===== src/rtl/v_issue_ctrl_if.sv =====
// rtl/v_issue_ctrl_if.sv - instruction handshake between the base processor and the vector issue controller
interface v_issue_ctrl_if;
  logic        instr_valid;
  logic [31:0] instr_in;
  logic        instr_ready;

  modport master (output instr_valid, output instr_in, input  instr_ready);
  modport slave  (input  instr_valid, input  instr_in, output instr_ready);
endinterface


===== src/rtl/v_issue_ctrl.sv =====
// rtl/v_issue_ctrl.sv - single-issue sequencer: accept, start unit, wait done/timeout, writeback
module v_issue_ctrl #(
  parameter int TIMEOUT_CYCLES = 64,
  parameter int CNT_W          = 16
) (
  input  logic             clk,
  input  logic             nrst,
  v_issue_ctrl_if.slave    instr_bus,
  input  logic [2:0]       unit_sel,
  input  logic             dec_vreg_wr,
  input  logic             dec_xreg_wr,
  input  logic [6:0]       unit_done,
  output logic [31:0]      instr_hold,
  output logic [6:0]       unit_start,
  output logic             vconfig_wr_en,
  output logic             v_reg_wr_en,
  output logic             x_reg_wr_en,
  output logic             busy,
  output logic             illegal_err,
  output logic             timeout_err,
  input  logic             err_clr,
  output logic [CNT_W-1:0] retire_cnt
);

  typedef enum logic [1:0] {S_IDLE, S_ISSUE, S_WAIT, S_WB} state_t;

  localparam logic [2:0]       SEL_ILLEGAL = 3'd0;
  localparam logic [2:0]       SEL_VSTORE  = 3'd6;
  localparam logic [2:0]       SEL_VCONFIG = 3'd7;
  localparam logic [CNT_W-1:0] TMO_LAST    = CNT_W'(TIMEOUT_CYCLES - 1);

  state_t           r_state;
  logic [31:0]      r_instr_hold;
  logic [6:0]       r_unit_start;
  logic             r_vconfig_wr_en;
  logic             r_v_reg_wr_en;
  logic             r_x_reg_wr_en;
  logic             r_illegal_err;
  logic             r_timeout_err;
  logic [CNT_W-1:0] r_retire_cnt;
  logic [CNT_W-1:0] r_tmo_cnt;
  logic [2:0]       r_sel;
  logic             r_vreg_wr;
  logic             r_xreg_wr;

  logic [2:0]       w_go_sel;
  logic             w_go_vreg;
  logic             w_go_xreg;
  logic [7:0]       w_done_ext;
  logic [7:0]       w_onehot;
  logic             w_sel_done;

  // In ISSUE the decoder is live; afterwards the latched copy steers done/writeback.
  assign w_go_sel   = (r_state == S_ISSUE) ? unit_sel    : r_sel;
  assign w_go_vreg  = (r_state == S_ISSUE) ? dec_vreg_wr : r_vreg_wr;
  assign w_go_xreg  = (r_state == S_ISSUE) ? dec_xreg_wr : r_xreg_wr;
  assign w_done_ext = {unit_done, 1'b0};
  assign w_onehot   = 8'd1 << unit_sel;
  assign w_sel_done = w_done_ext[w_go_sel];

  always_ff @(posedge clk or negedge nrst) begin
    if (!nrst) begin
      r_state         <= S_IDLE;
      r_instr_hold    <= '0;
      r_unit_start    <= '0;
      r_vconfig_wr_en <= 1'b0;
      r_v_reg_wr_en   <= 1'b0;
      r_x_reg_wr_en   <= 1'b0;
      r_illegal_err   <= 1'b0;
      r_timeout_err   <= 1'b0;
      r_retire_cnt    <= '0;
      r_tmo_cnt       <= '0;
      r_sel           <= '0;
      r_vreg_wr       <= 1'b0;
      r_xreg_wr       <= 1'b0;
    end else begin
      r_unit_start    <= '0;
      r_vconfig_wr_en <= 1'b0;
      r_v_reg_wr_en   <= 1'b0;
      r_x_reg_wr_en   <= 1'b0;
      // Clear first so any error set later in this cycle takes precedence.
      if (err_clr) begin
        r_illegal_err <= 1'b0;
        r_timeout_err <= 1'b0;
      end
      case (r_state)
        S_IDLE: begin
          if (instr_bus.instr_valid) begin
            r_instr_hold <= instr_bus.instr_in;
            r_state      <= S_ISSUE;
          end
        end
        S_ISSUE: begin
          r_sel     <= unit_sel;
          r_vreg_wr <= dec_vreg_wr;
          r_xreg_wr <= dec_xreg_wr;
          if (unit_sel == SEL_ILLEGAL) begin
            r_illegal_err <= 1'b1;
            r_state       <= S_IDLE;
          end else if (unit_sel == SEL_VCONFIG) begin
            r_vconfig_wr_en <= 1'b1;
            r_retire_cnt    <= r_retire_cnt + 1'b1;
            r_state         <= S_IDLE;
          end else begin
            r_unit_start <= w_onehot[7:1];
            r_tmo_cnt    <= '0;
            if (w_sel_done) begin
              r_v_reg_wr_en <= w_go_vreg && (w_go_sel != SEL_VSTORE);
              r_x_reg_wr_en <= w_go_xreg && (w_go_sel != SEL_VSTORE);
              r_retire_cnt  <= r_retire_cnt + 1'b1;
              r_state       <= S_WB;
            end else begin
              r_state <= S_WAIT;
            end
          end
        end
        S_WAIT: begin
          // Done is checked before the timeout so a coincident done still retires.
          if (w_sel_done) begin
            r_v_reg_wr_en <= w_go_vreg && (w_go_sel != SEL_VSTORE);
            r_x_reg_wr_en <= w_go_xreg && (w_go_sel != SEL_VSTORE);
            r_retire_cnt  <= r_retire_cnt + 1'b1;
            r_state       <= S_WB;
          end else if (r_tmo_cnt == TMO_LAST) begin
            r_timeout_err <= 1'b1;
            r_state       <= S_IDLE;
          end else begin
            r_tmo_cnt <= r_tmo_cnt + 1'b1;
          end
        end
        S_WB: begin
          r_state <= S_IDLE;
        end
        default: begin
          r_state <= S_IDLE;
        end
      endcase
    end
  end

  assign instr_bus.instr_ready = (r_state == S_IDLE);
  assign busy                  = (r_state != S_IDLE);
  assign instr_hold            = r_instr_hold;
  assign unit_start            = r_unit_start;
  assign vconfig_wr_en         = r_vconfig_wr_en;
  assign v_reg_wr_en           = r_v_reg_wr_en;
  assign x_reg_wr_en           = r_x_reg_wr_en;
  assign illegal_err           = r_illegal_err;
  assign timeout_err           = r_timeout_err;
  assign retire_cnt            = r_retire_cnt;

endmodule


===== src/flat_wrapper.sv =====
// flat-port wrapper written by rule: the top's interface ports become plain ports
module v_issue_ctrl_flat 
#(
  parameter int TIMEOUT_CYCLES = 64,
  parameter int CNT_W          = 16
)
  (clk, nrst, unit_sel, dec_vreg_wr, dec_xreg_wr, unit_done, instr_hold, unit_start, vconfig_wr_en, v_reg_wr_en, x_reg_wr_en, busy, illegal_err, timeout_err, err_clr, retire_cnt, instr_bus_instr_valid, instr_bus_instr_in, instr_bus_instr_ready);
  v_issue_ctrl_if instr_bus_i ();
  input  logic clk;
  input  logic nrst;
  input  logic [2:0] unit_sel;
  input  logic dec_vreg_wr;
  input  logic dec_xreg_wr;
  input  logic [6:0] unit_done;
  output logic [31:0] instr_hold;
  output logic [6:0] unit_start;
  output logic vconfig_wr_en;
  output logic v_reg_wr_en;
  output logic x_reg_wr_en;
  output logic busy;
  output logic illegal_err;
  output logic timeout_err;
  input  logic err_clr;
  output logic [CNT_W-1:0] retire_cnt;
  input wire logic [$bits(instr_bus_i.instr_valid)-1:0] instr_bus_instr_valid;
  input wire logic [$bits(instr_bus_i.instr_in)-1:0] instr_bus_instr_in;
  output wire logic [$bits(instr_bus_i.instr_ready)-1:0] instr_bus_instr_ready;
  assign instr_bus_i.instr_valid = instr_bus_instr_valid;
  assign instr_bus_i.instr_in = instr_bus_instr_in;
  assign instr_bus_instr_ready = instr_bus_i.instr_ready;
  v_issue_ctrl #(.TIMEOUT_CYCLES(TIMEOUT_CYCLES), .CNT_W(CNT_W)) u_core (.clk(clk), .nrst(nrst), .instr_bus(instr_bus_i), .unit_sel(unit_sel), .dec_vreg_wr(dec_vreg_wr), .dec_xreg_wr(dec_xreg_wr), .unit_done(unit_done), .instr_hold(instr_hold), .unit_start(unit_start), .vconfig_wr_en(vconfig_wr_en), .v_reg_wr_en(v_reg_wr_en), .x_reg_wr_en(x_reg_wr_en), .busy(busy), .illegal_err(illegal_err), .timeout_err(timeout_err), .err_clr(err_clr), .retire_cnt(retire_cnt));
endmodule

===== config.mk =====
export PLATFORM = sky130hd
export DESIGN_NAME = v_issue_ctrl_flat
export DESIGN_NICKNAME = d
export VERILOG_FILES = /design/src/rtl/v_issue_ctrl_if.sv /design/src/rtl/v_issue_ctrl.sv /design/src/flat_wrapper.sv
export SDC_FILE = /design/constraint.sdc
export NUM_CORES = 1
export LEC_CHECK = 0
export ABC_CLOCK_PERIOD_IN_PS = 4600
export BUFFER_PORTS_ARGS = -buffer_cell sky130_fd_sc_hd__buf_4
export CORE_ASPECT_RATIO = 0.8
export CORE_MARGIN = 4
export CORE_UTILIZATION = 30
export CTS_CLUSTER_SIZE = 10
export DETAILED_ROUTE_END_ITERATION = 6
export PLACE_DENSITY = 0.49
export SKIP_CTS_REPAIR_TIMING = 1
export SLEW_MARGIN = 5
export SYNTH_ARGS = -nofsm -noshare
export SYNTH_HDL_FRONTEND = slang
export SYNTH_SLANG_ARGS = --single-unit

===== constraint.sdc =====
create_clock -name clk -period 4.6 [get_ports clk]
set_input_delay 0.69 -clock clk [delete_from_list [all_inputs] [get_ports clk]]
set_output_delay 0.69 -clock clk [all_outputs]
set_load 0.1 [all_outputs]

==> flow_metrics.env, run 1 <==
export IMPL_status="finished, final reports clean"
export IMPL_clk_pin_slew_ns=0.06
export IMPL_grt_max_degree=55
export IMPL_crit_required_ns=4.82
export IMPL_syn_area_per_cell_sq_um=10.84
export IMPL_crit_arrival_ns=3.26
export IMPL_die_w_um=137.3
export IMPL_yosys_area_top_type_share=0.5114
export IMPL_critPathBufInv=2
export IMPL_synth_compound_area_frac=0.09105
export IMPL_antenna_found_initial=0
export IMPL_io_buffers=108
export IMPL_fp_coreArea_sq_um=12960
export IMPL_num_vias=3221
export IMPL_ant_nets=0
export IMPL_finalHoldViolations=0
export IMPL_row_count=37
export IMPL_final_cell_mix="buf_4, dfrtp_1, mux2_2"
export IMPL_dieArea_sq_um=15300
export IMPL_maxCapViolCount=0
export IMPL_crit_path_top_delay_cell="ha_1"
export IMPL_final_setup_viol_count=0
export IMPL_cts_tree="done"
export IMPL_clock_fmax_mhz=329.3
export IMPL_synth_edff_count=0
export IMPL_fin_cells=654
export IMPL_io_pins=110
export IMPL_yosysWarnings=0
export IMPL_clock_sinks=82
export IMPL_path_max_fanout=18
export IMPL_overflow=0
export IMPL_max_slew_margin_rel=0.4839
export IMPL_max_stage_delay_ns=0.61
export IMPL_yosys_area_share_simple=0.1908
export IMPL_synth_top_family_by_area="simple AND/OR/NAND/NOR gates"
export IMPL_syn_nets=423
export IMPL_synth_area_sq_um=4013
export IMPL_drt_pre_antenna_iters=4
export IMPL_fill_cells=1316
export IMPL_critPathKind="flip-flop to flip-flop"
export IMPL_place_congestion=0.7405
export IMPL_finClkSkew_ns=0.007470
export IMPL_cpLargestDelayFamily="multiplexers"
export IMPL_clock_path_buffers=2
export IMPL_ys_types=59
export IMPL_synth_area_leaders="dfrtp_1, mux2_2, nand3_1"
export IMPL_start_kind="flip-flop"
export IMPL_cp_cell_sequence="inv_1 -> ha_1 -> mux2_4 -> mux2i_1 -> o21ai_1 -> nand3_1 -> buf_4 -> mux2_2 -> a22o_1"
export IMPL_final_util=0.4066
export IMPL_rsz0062_at_grt="no"
export IMPL_hp_class="input port to async pin"
export IMPL_cts_made_buffers=9
export IMPL_ys_seq_area_frac=0.5114
export IMPL_root_buffer="clkbuf_16"
export IMPL_htreeDepth=3
export IMPL_fin_crit_sh=0.6601
export IMPL_max_slew_worst_pin_slew_ns=0.7741
export IMPL_period_minus_slack_ns=3.036
export IMPL_post_route_drc_count=0
export IMPL_crit_path_end_kind="flip-flop"
export IMPL_synthCells=370
export IMPL_numPlacedInstances=638
export IMPL_layout_commonest_cell="buf_4"
export IMPL_vias_per_cell=4.925
export IMPL_wire_per_inst_um=15.45
export IMPL_start_util=0.3096
export IMPL_drive_above_1_share=0.3591
export IMPL_hpwl_mm=7.185
export IMPL_async_flop_share=1.000
export IMPL_routed_wirelength_mm=10.10
export IMPL_syn_to_final_growth_pct=31.34
export IMPL_clock_latency_ns=0.34
export IMPL_die_h_um=111.4
export IMPL_ys_ff_latch=82
export IMPL_drtIter0Drc=177
export IMPL_synth_area_leader_cell="dfrtp_1"
export IMPL_rrSetupSlack_ns=1.56
export IMPL_ys_flop_type="dfrtp_1"
export IMPL_synth_adder_area_share=0.01559
export IMPL_grt_pass1_vias=3396
export IMPL_nets=527
export IMPL_synth_xor_area_frac=0.03274
export IMPL_finalMaxSlewViolations=0
export IMPL_setup_tns_ns=0
export IMPL_grt_usage=0.1383
export IMPL_n_antenna_cell=0
export IMPL_synth_mux_area_frac=0.1135
export IMPL_grt_pass1_wl_mm=17.04
==> cell usage after synthesis (all sizes together), types with 3 or more instances <==
master / count
a211o: 3
a21oi: 8
a31oi: 3
and3: 14
buf: 13
clkbuf: 8
dfrtp: 82
ha: 5
inv: 17
mux2: 38
nand2: 26
nand2b: 4
nand3: 23
nand4: 5
nor2: 21
nor2b: 4
nor3: 12
nor3b: 6
nor4: 12
o211ai: 8
o21ai: 5
o311ai: 7
xnor2: 3
xor2: 12
==> worst reg2reg max path: stages (launching register included) <==
cell,delay [ns]
dfrtp_1,0.40
inv_1,0.08
ha_1,0.62
mux2_4,0.37
mux2i_1,0.24
o21ai_1,0.13
nand3_1,0.29
buf_4,0.27
mux2_2,0.35
a22o_1,0.17
==> worst paths after layout <==
check                                           start                     to  cells past startpoint
worst max register to register      u_core.r_state[1]    u_core.r_tmo_cnt[0]                      9
min in group clk                u_core.retire_cnt[15]  u_core.retire_cnt[15]                      1
worst min register to register  u_core.retire_cnt[15]  u_core.retire_cnt[15]                      1
worst min-delay path                             nrst  u_core.instr_hold[17]                      1
max in group asynchronous                        nrst    u_core.r_tmo_cnt[3]                      2
worst max-delay path                u_core.r_state[1]    u_core.r_tmo_cnt[0]                      9
==> cell families after synthesis <==
group,count (synthesis)
flip-flops,82
buffers and inverters,38
AO/OA/AOI/OAI,48
AND/OR/NAND/NOR,141
adder cells (fa/ha/maj),5
XOR/XNOR,15
other,1
multiplexers,40
==> flip-flops by register name, summed over array words and instances (netlist names) <==
register              count
u_core.illegal_err        1
u_core.unit_start         6
u_core.r_xreg_wr          1
u_core.vconfig_wr_en      1
u_core.r_vreg_wr          1
u_core.retire_cnt        16
u_core.r_sel              3
u_core.timeout_err        1
u_core.x_reg_wr_en        1
u_core.v_reg_wr_en        1
u_core.r_tmo_cnt         16
u_core.r_state            2
u_core.instr_hold        32
==> stage by stage <==
stage / hold slack (ns) / instance area, sq um / setup slack [ns]
floorplan: 0.3944 / 4013 / 1.783
global placement: 0.4708 / 4975 / 1.646
detailed placement: 0.4642 / 4975 / 1.579
CTS: 0.4201 / 5270 / 1.563
global route: 0.4618 / 5270 / 1.321
finish: 0.3912 / 5270 / 1.564
==> metal layers <==
layer  part of all wire  vias to the layer above  GRT usage
met2               0.43                       77     0.2088
met3              0.068                       11    0.05149
met4              0.013                        0    0.04122
met5                  0                        -          0
li1                   -                     1541          -
met1               0.48                     1592     0.1852
==> area by class of cell <==
| type | count | area (sq um) | share of cell area |
|---|---|---|---|
| sequential | 82 | 2052 | 0.3894 |
| clock inverter | 4 | 48.80 | 0.009259 |
| multi-input combinational | 250 | 1784 | 0.3386 |
| inverter | 17 | 63.81 | 0.01211 |
| clock buffer | 12 | 246.5 | 0.04677 |
| timing repair buffer | 114 | 855.8 | 0.1624 |
| tap | 175 | 219.0 | 0.04155 |
Power of run 1 is not shown: default switching activity piles up to over one toggle a cycle in this logic, so the estimate is an artifact.
==> inputs of run 2 (changes only) <==
--- a/config.mk
+++ b/config.mk
@@ -5,14 +5,14 @@
 export SDC_FILE = /design/constraint.sdc
 export NUM_CORES = 1
 export LEC_CHECK = 0
-export ABC_CLOCK_PERIOD_IN_PS = 4600
+export ABC_CLOCK_PERIOD_IN_PS = 2560
 export BUFFER_PORTS_ARGS = -buffer_cell sky130_fd_sc_hd__buf_4
 export CORE_ASPECT_RATIO = 0.8
 export CORE_MARGIN = 4
 export CORE_UTILIZATION = 30
 export CTS_CLUSTER_SIZE = 10
 export DETAILED_ROUTE_END_ITERATION = 6
-export PLACE_DENSITY = 0.49
+export PLACE_DENSITY = 0.5
 export SKIP_CTS_REPAIR_TIMING = 1
 export SLEW_MARGIN = 5
 export SYNTH_ARGS = -nofsm -noshare
==> constraint.sdc (replaced) <==
create_clock -name clk -period 2.56 [get_ports clk]
set_input_delay 0.384 -clock clk [delete_from_list [all_inputs] [get_ports clk]]
set_output_delay 0.384 -clock clk [all_outputs]
set_load 0.1 [all_outputs]
==> run 2 against run 1 <==
Against the previous run: sequential share of layout area is 1.2 points lower; register-to-register slack worse by 1.4 ns; first-iteration DRC count is 4.0% higher; utilization is 1.3 points higher; setup slack worse by 1.4 ns; hold slack worse by 0.33 ns; final cell count is 2.4% higher; critical endpoint is now u_core.r_tmo_cnt[13]; highest routed layer unchanged.
==> flow_metrics.env, run 2 (synthesis gave the netlist of run 1 again) <==
export IMPL_critPathKind="flip-flop to flip-flop"
export IMPL_grt_usage=0.1348
export IMPL_vias_per_cell=4.896
export IMPL_grt_max_degree=83
export IMPL_row_count=37
export IMPL_n_antenna_cell=0
export IMPL_clock_latency_ns=0.33
export IMPL_rsz0062_at_grt="yes"
export IMPL_start_util=0.3096
export IMPL_cts_made_buffers=9
export IMPL_max_stage_delay_ns=0.39
export IMPL_cp_cell_sequence="inv_1 -> ha_4 -> mux2_4 -> nor3_2 -> o21ai_1 -> buf_4 -> and3_4 -> o311ai_0 -> o211ai_1"
export IMPL_crit_required_ns=2.75
export IMPL_fin_crit_sh=0.9472
export IMPL_grt_pass1_vias=3345
export IMPL_clock_path_buffers=2
export IMPL_finalHoldViolations=0
export IMPL_hpwl_mm=7.178
export IMPL_largest_register_ff_count=32
export IMPL_cts_tree="done"
export IMPL_grt_use_met2=0.1963
export IMPL_wire_per_inst_um=14.96
export IMPL_maxCapViolCount=0
export IMPL_status="finished, final reports clean"
export IMPL_max_slew_margin_rel=0.6071
export IMPL_fp_coreArea_sq_um=12960
export IMPL_place_congestion=0.7498
export IMPL_syn_to_final_growth_pct=35.39
export IMPL_crit_path_top_delay_cell="o311ai_0"
export IMPL_grt_util_met1=0.1877
export IMPL_period_minus_slack_ns=2.425
export IMPL_io_pins=110
export IMPL_grtUsageMet3=0.05149
export IMPL_root_buffer="clkbuf_16"
export IMPL_nets=543
export IMPL_layout_commonest_cell="buf_4"
export IMPL_io_buffers=108
export IMPL_overflow=0
export IMPL_ant_nets=0
export IMPL_final_cell_mix="buf_4, dfrtp_1, mux2_2"
export IMPL_dieArea_sq_um=15300
export IMPL_antenna_found_initial=0
export IMPL_drt_pre_antenna_iters=4
export IMPL_start_kind="flip-flop"
export IMPL_routed_wirelength_mm=10.02
export IMPL_hp_class="input port to async pin"
export IMPL_crit_arrival_ns=2.62
export IMPL_path_max_fanout=15
export IMPL_crit_path_end_kind="flip-flop"
export IMPL_die_h_um=111.4
export IMPL_post_route_drc_count=0
export IMPL_htreeDepth=3
export IMPL_finClkSkew_ns=0.006375
export IMPL_clock_sinks=82
export IMPL_finalHoldWorstSlack_ns=0.06026
export IMPL_top_usage_layer="met2"
export IMPL_max_slew_worst_pin_slew_ns=0.5858
export IMPL_die_w_um=137.3
export IMPL_num_vias=3280
export IMPL_clock_fmax_mhz=412.4
export IMPL_clk_pin_slew_ns=0.06
export IMPL_setup_tns_ns=0
export IMPL_grt_pass1_wl_mm=16.79
export IMPL_final_setup_viol_count=0
export IMPL_finalMaxSlewViolations=0
export IMPL_drtIter0Drc=184
export IMPL_drive_above_1_share=0.3859
[run 2: cell count changes in the layout (fill, tap and decap cells not counted), moves of 2 or more]
| cell | delta |
|---|---|
| buf_4 | +15 |
| clkinv_4 | +2 |
| ha_1 | -2 |
| nor4_1 | -2 |
| nor4_2 | +2 |
[run 2: through the flow]
step	worst slack (ns)	utilization	area, sq um	std cells
floorplan	0.1218	-	4015	370
global placement	0.02158	0.3942	5110	654
detailed placement	-0.04523	0.3942	5110	654
CTS	-0.05660	0.4165	5399	670
global route	-0.02320	0.4191	5433	670
finish	0.1352	0.4191	5433	670
[run 2: path summary, 6_finish.rpt]
path                                       start  slack [ns]                    end  depth (start not counted)
setup reg to reg               u_core.r_state[1]        0.14   u_core.r_tmo_cnt[13]                          9
setup / recovery               u_core.r_state[1]        0.14   u_core.r_tmo_cnt[13]                          9
max in group asynchronous                   nrst        2.11        u_core.r_sel[2]                          2
hold reg to reg            u_core.retire_cnt[15]        0.48  u_core.retire_cnt[15]                          1
hold / removal                              nrst        0.06  u_core.instr_hold[22]                          2
min in group clk                         err_clr        0.25     u_core.illegal_err                          2
[run 2: area by class of cell]
class                           count  area (sq um)
Tap cell                          175         219.0
Clock buffer                       12         236.5
Multi-Input combinational cell    250          1821
Clock inverter                      4         52.55
Inverter                           17         63.81
Fill cell                        1283          7530
Timing Repair Buffer              130         988.4
Sequential cell                    82          2052
[run 2: metal layers]
| metal | vias to the layer above | wire [um] |
|---|---|---|
| met4 | 0 | 93 |
| met2 | 95 | 4445 |
| met1 | 1598 | 4667 |
| met5 | - | 0 |
| met3 | 6 | 813 |
| li1 | 1581 | - |
[run 2: worst max-delay path: cells and delay by family (launching register included)]
kind	cells	cell delay (ns)
muxes	1	0.33
buffers and inverters	2	0.26
DFF	1	0.37
adders and majority gates	1	0.21
and+or+nand+nor	2	0.45
AOI/OAI and AO/OA	3	0.65
Power of run 2 is left out for the same reason.
==> inputs of run 3 (changes only) <==
--- a/config.mk
+++ b/config.mk
@@ -13,6 +13,7 @@
 export CTS_CLUSTER_SIZE = 10
 export DETAILED_ROUTE_END_ITERATION = 6
 export PLACE_DENSITY = 0.5
+export SETUP_SLACK_MARGIN = 0.5
 export SKIP_CTS_REPAIR_TIMING = 1
 export SLEW_MARGIN = 5
 export SYNTH_ARGS = -nofsm -noshare
==> run 3 against run 2 <==
Against the previous run: register-to-register slack gained 0.10 ns; die area is the same; clock skew grew 0.0025 ns; setup slack gained 0.10 ns; hold slack lost 0.035 ns; sequential share of layout area shrank 1.8 points; utilization grew 2.5 points; critical endpoint is now u_core.retire_cnt[10].
==> flow_metrics.env, run 3 (synthesis gave the netlist of run 1 again) <==
export IMPL_final_cell_mix="buf_4, dfrtp_1, mux2_2"
export IMPL_overflow=0
export IMPL_die_h_um=111.4
export IMPL_fin_crit_sh=0.9068
export IMPL_wire_per_inst_um=15.95
export IMPL_syn_to_final_growth_pct=43.47
export IMPL_post_route_drc_count=0
export IMPL_drtIter0Drc=171
export IMPL_ant_nets=0
export IMPL_rrSetupSlack_ns=0.24
export IMPL_vias_per_cell=4.884
export IMPL_hpwl_mm=7.388
export IMPL_die_w_um=137.3
export IMPL_path_max_fanout=15
export IMPL_final_setup_viol_count=0
export IMPL_r2r_start="u_core.r_state[1]"
export IMPL_row_count=37
export IMPL_start_kind="flip-flop"
export IMPL_crit_path_end_kind="flip-flop"
export IMPL_nets=545
export IMPL_status="finished, final reports clean"
export IMPL_r2r_end="u_core.retire_cnt[10]"
export IMPL_n_antenna_cell=0
export IMPL_io_buffers=108
export IMPL_ff_latch_area_sq_um=2068
export IMPL_cp_endpoint="u_core.retire_cnt[10]"
export IMPL_grt_pass1_wl_mm=16.93
export IMPL_fp_coreArea_sq_um=12960
export IMPL_num_vias=3282
export IMPL_grt_max_degree=46
export IMPL_routed_wirelength_mm=10.72
export IMPL_maxCapViolCount=0
export IMPL_max_slew_worst_pin_slew_ns=0.5516
export IMPL_clk_pin_slew_ns=0.06
export IMPL_place_congestion=0.7862
export IMPL_cts_made_buffers=9
export IMPL_rsz0062_at_grt="yes"
export IMPL_multiInputGateArea_sq_um=2098
export IMPL_finalHoldViolations=0
export IMPL_finClkSkew_ns=0.008889
export IMPL_max_slew_margin_rel=0.6323
export IMPL_clock_fmax_mhz=430.8
export IMPL_crit_arrival_ns=2.58
export IMPL_layout_commonest_cell="buf_4"
export IMPL_clock_sinks=82
export IMPL_crit_required_ns=2.82
export IMPL_cp_startpoint="u_core.r_state[1]"
export IMPL_critPathKind="flip-flop to flip-flop"
export IMPL_io_pins=110
export IMPL_drive_above_1_share=0.4688
export IMPL_antenna_found_initial=0
export IMPL_finalMaxSlewViolations=0
export IMPL_htreeDepth=3
export IMPL_r2r_cells=9
export IMPL_drt_pre_antenna_iters=4
export IMPL_setup_tns_ns=0
export IMPL_start_util=0.3096
export IMPL_grt_pass1_vias=3200
export IMPL_clock_path_buffers=2
export IMPL_hp_class="input port to async pin"
export IMPL_clock_latency_ns=0.34
export IMPL_largest_register_ff_count=32
export IMPL_period_minus_slack_ns=2.321
export IMPL_dieArea_sq_um=15300
export IMPL_fill_cells=1272
export IMPL_root_buffer="clkbuf_16"
export IMPL_grt_usage=0.1388
export IMPL_cts_tree="done"
## run 3: layer usage
layer  up-vias  global-route usage  part of all wire  routed length [um]
li1       1589                   -                 -                   -
met4         0             0.03191             0.011                 114
met3         8             0.04833             0.057                 607
met2        86              0.2065              0.47                5051
met1      1599              0.1946              0.46                4947
met5         -                   0                 0                   0
## run 3: final cells by class
| cell class | count | area share |
|---|---|---|
| multi-input cells | 251 | 0.3645 |
| clock buffers | 11 | 0.04043 |
| inverters | 17 | 0.01174 |
| flip-flops and latches | 82 | 0.3593 |
| repair buffers | 131 | 0.1804 |
| well taps | 175 | 0.03804 |
| clock inverters | 5 | 0.005651 |
## run 3: metrics by stage
step                        util  cell area, sq um  instances  hold WS [ns]  setup WS, ns
after floorplan                -              4143        370       0.08841        0.3242
after global placement    0.3984              5164        643        0.4179        0.1533
after detailed placement  0.3984              5164        643        0.4133       0.09288
after CTS                 0.4188              5429        659       0.04805       0.07604
after global routing      0.4441              5757        672       0.05922        0.1400
final                     0.4441              5757        672       0.02520        0.2387
## run 3: worst min-delay path by stage
stage               from                    to  slack, ns  cells past startpoint
floorplan           nrst    u_core.illegal_err       0.09                      0
global placement    nrst  u_core.retire_cnt[3]       0.42                      1
detailed placement  nrst  u_core.retire_cnt[4]       0.41                      1
CTS                 nrst  u_core.retire_cnt[4]       0.05                      1
global route        nrst  u_core.retire_cnt[0]       0.06                      1
finish              nrst  u_core.retire_cnt[4]       0.03                      1
## run 3: worst max-delay path, cell delays in order, from the launching register on
cell,delay [ns]
dfrtp_1,0.41
inv_2,0.11
ha_4,0.20
mux2_4,0.32
mux2i_1,0.15
o211ai_1,0.23
o211ai_2,0.15
buf_12,0.18
nor4_2,0.32
xor2_1,0.17
Power of run 3 is left out for the same reason.
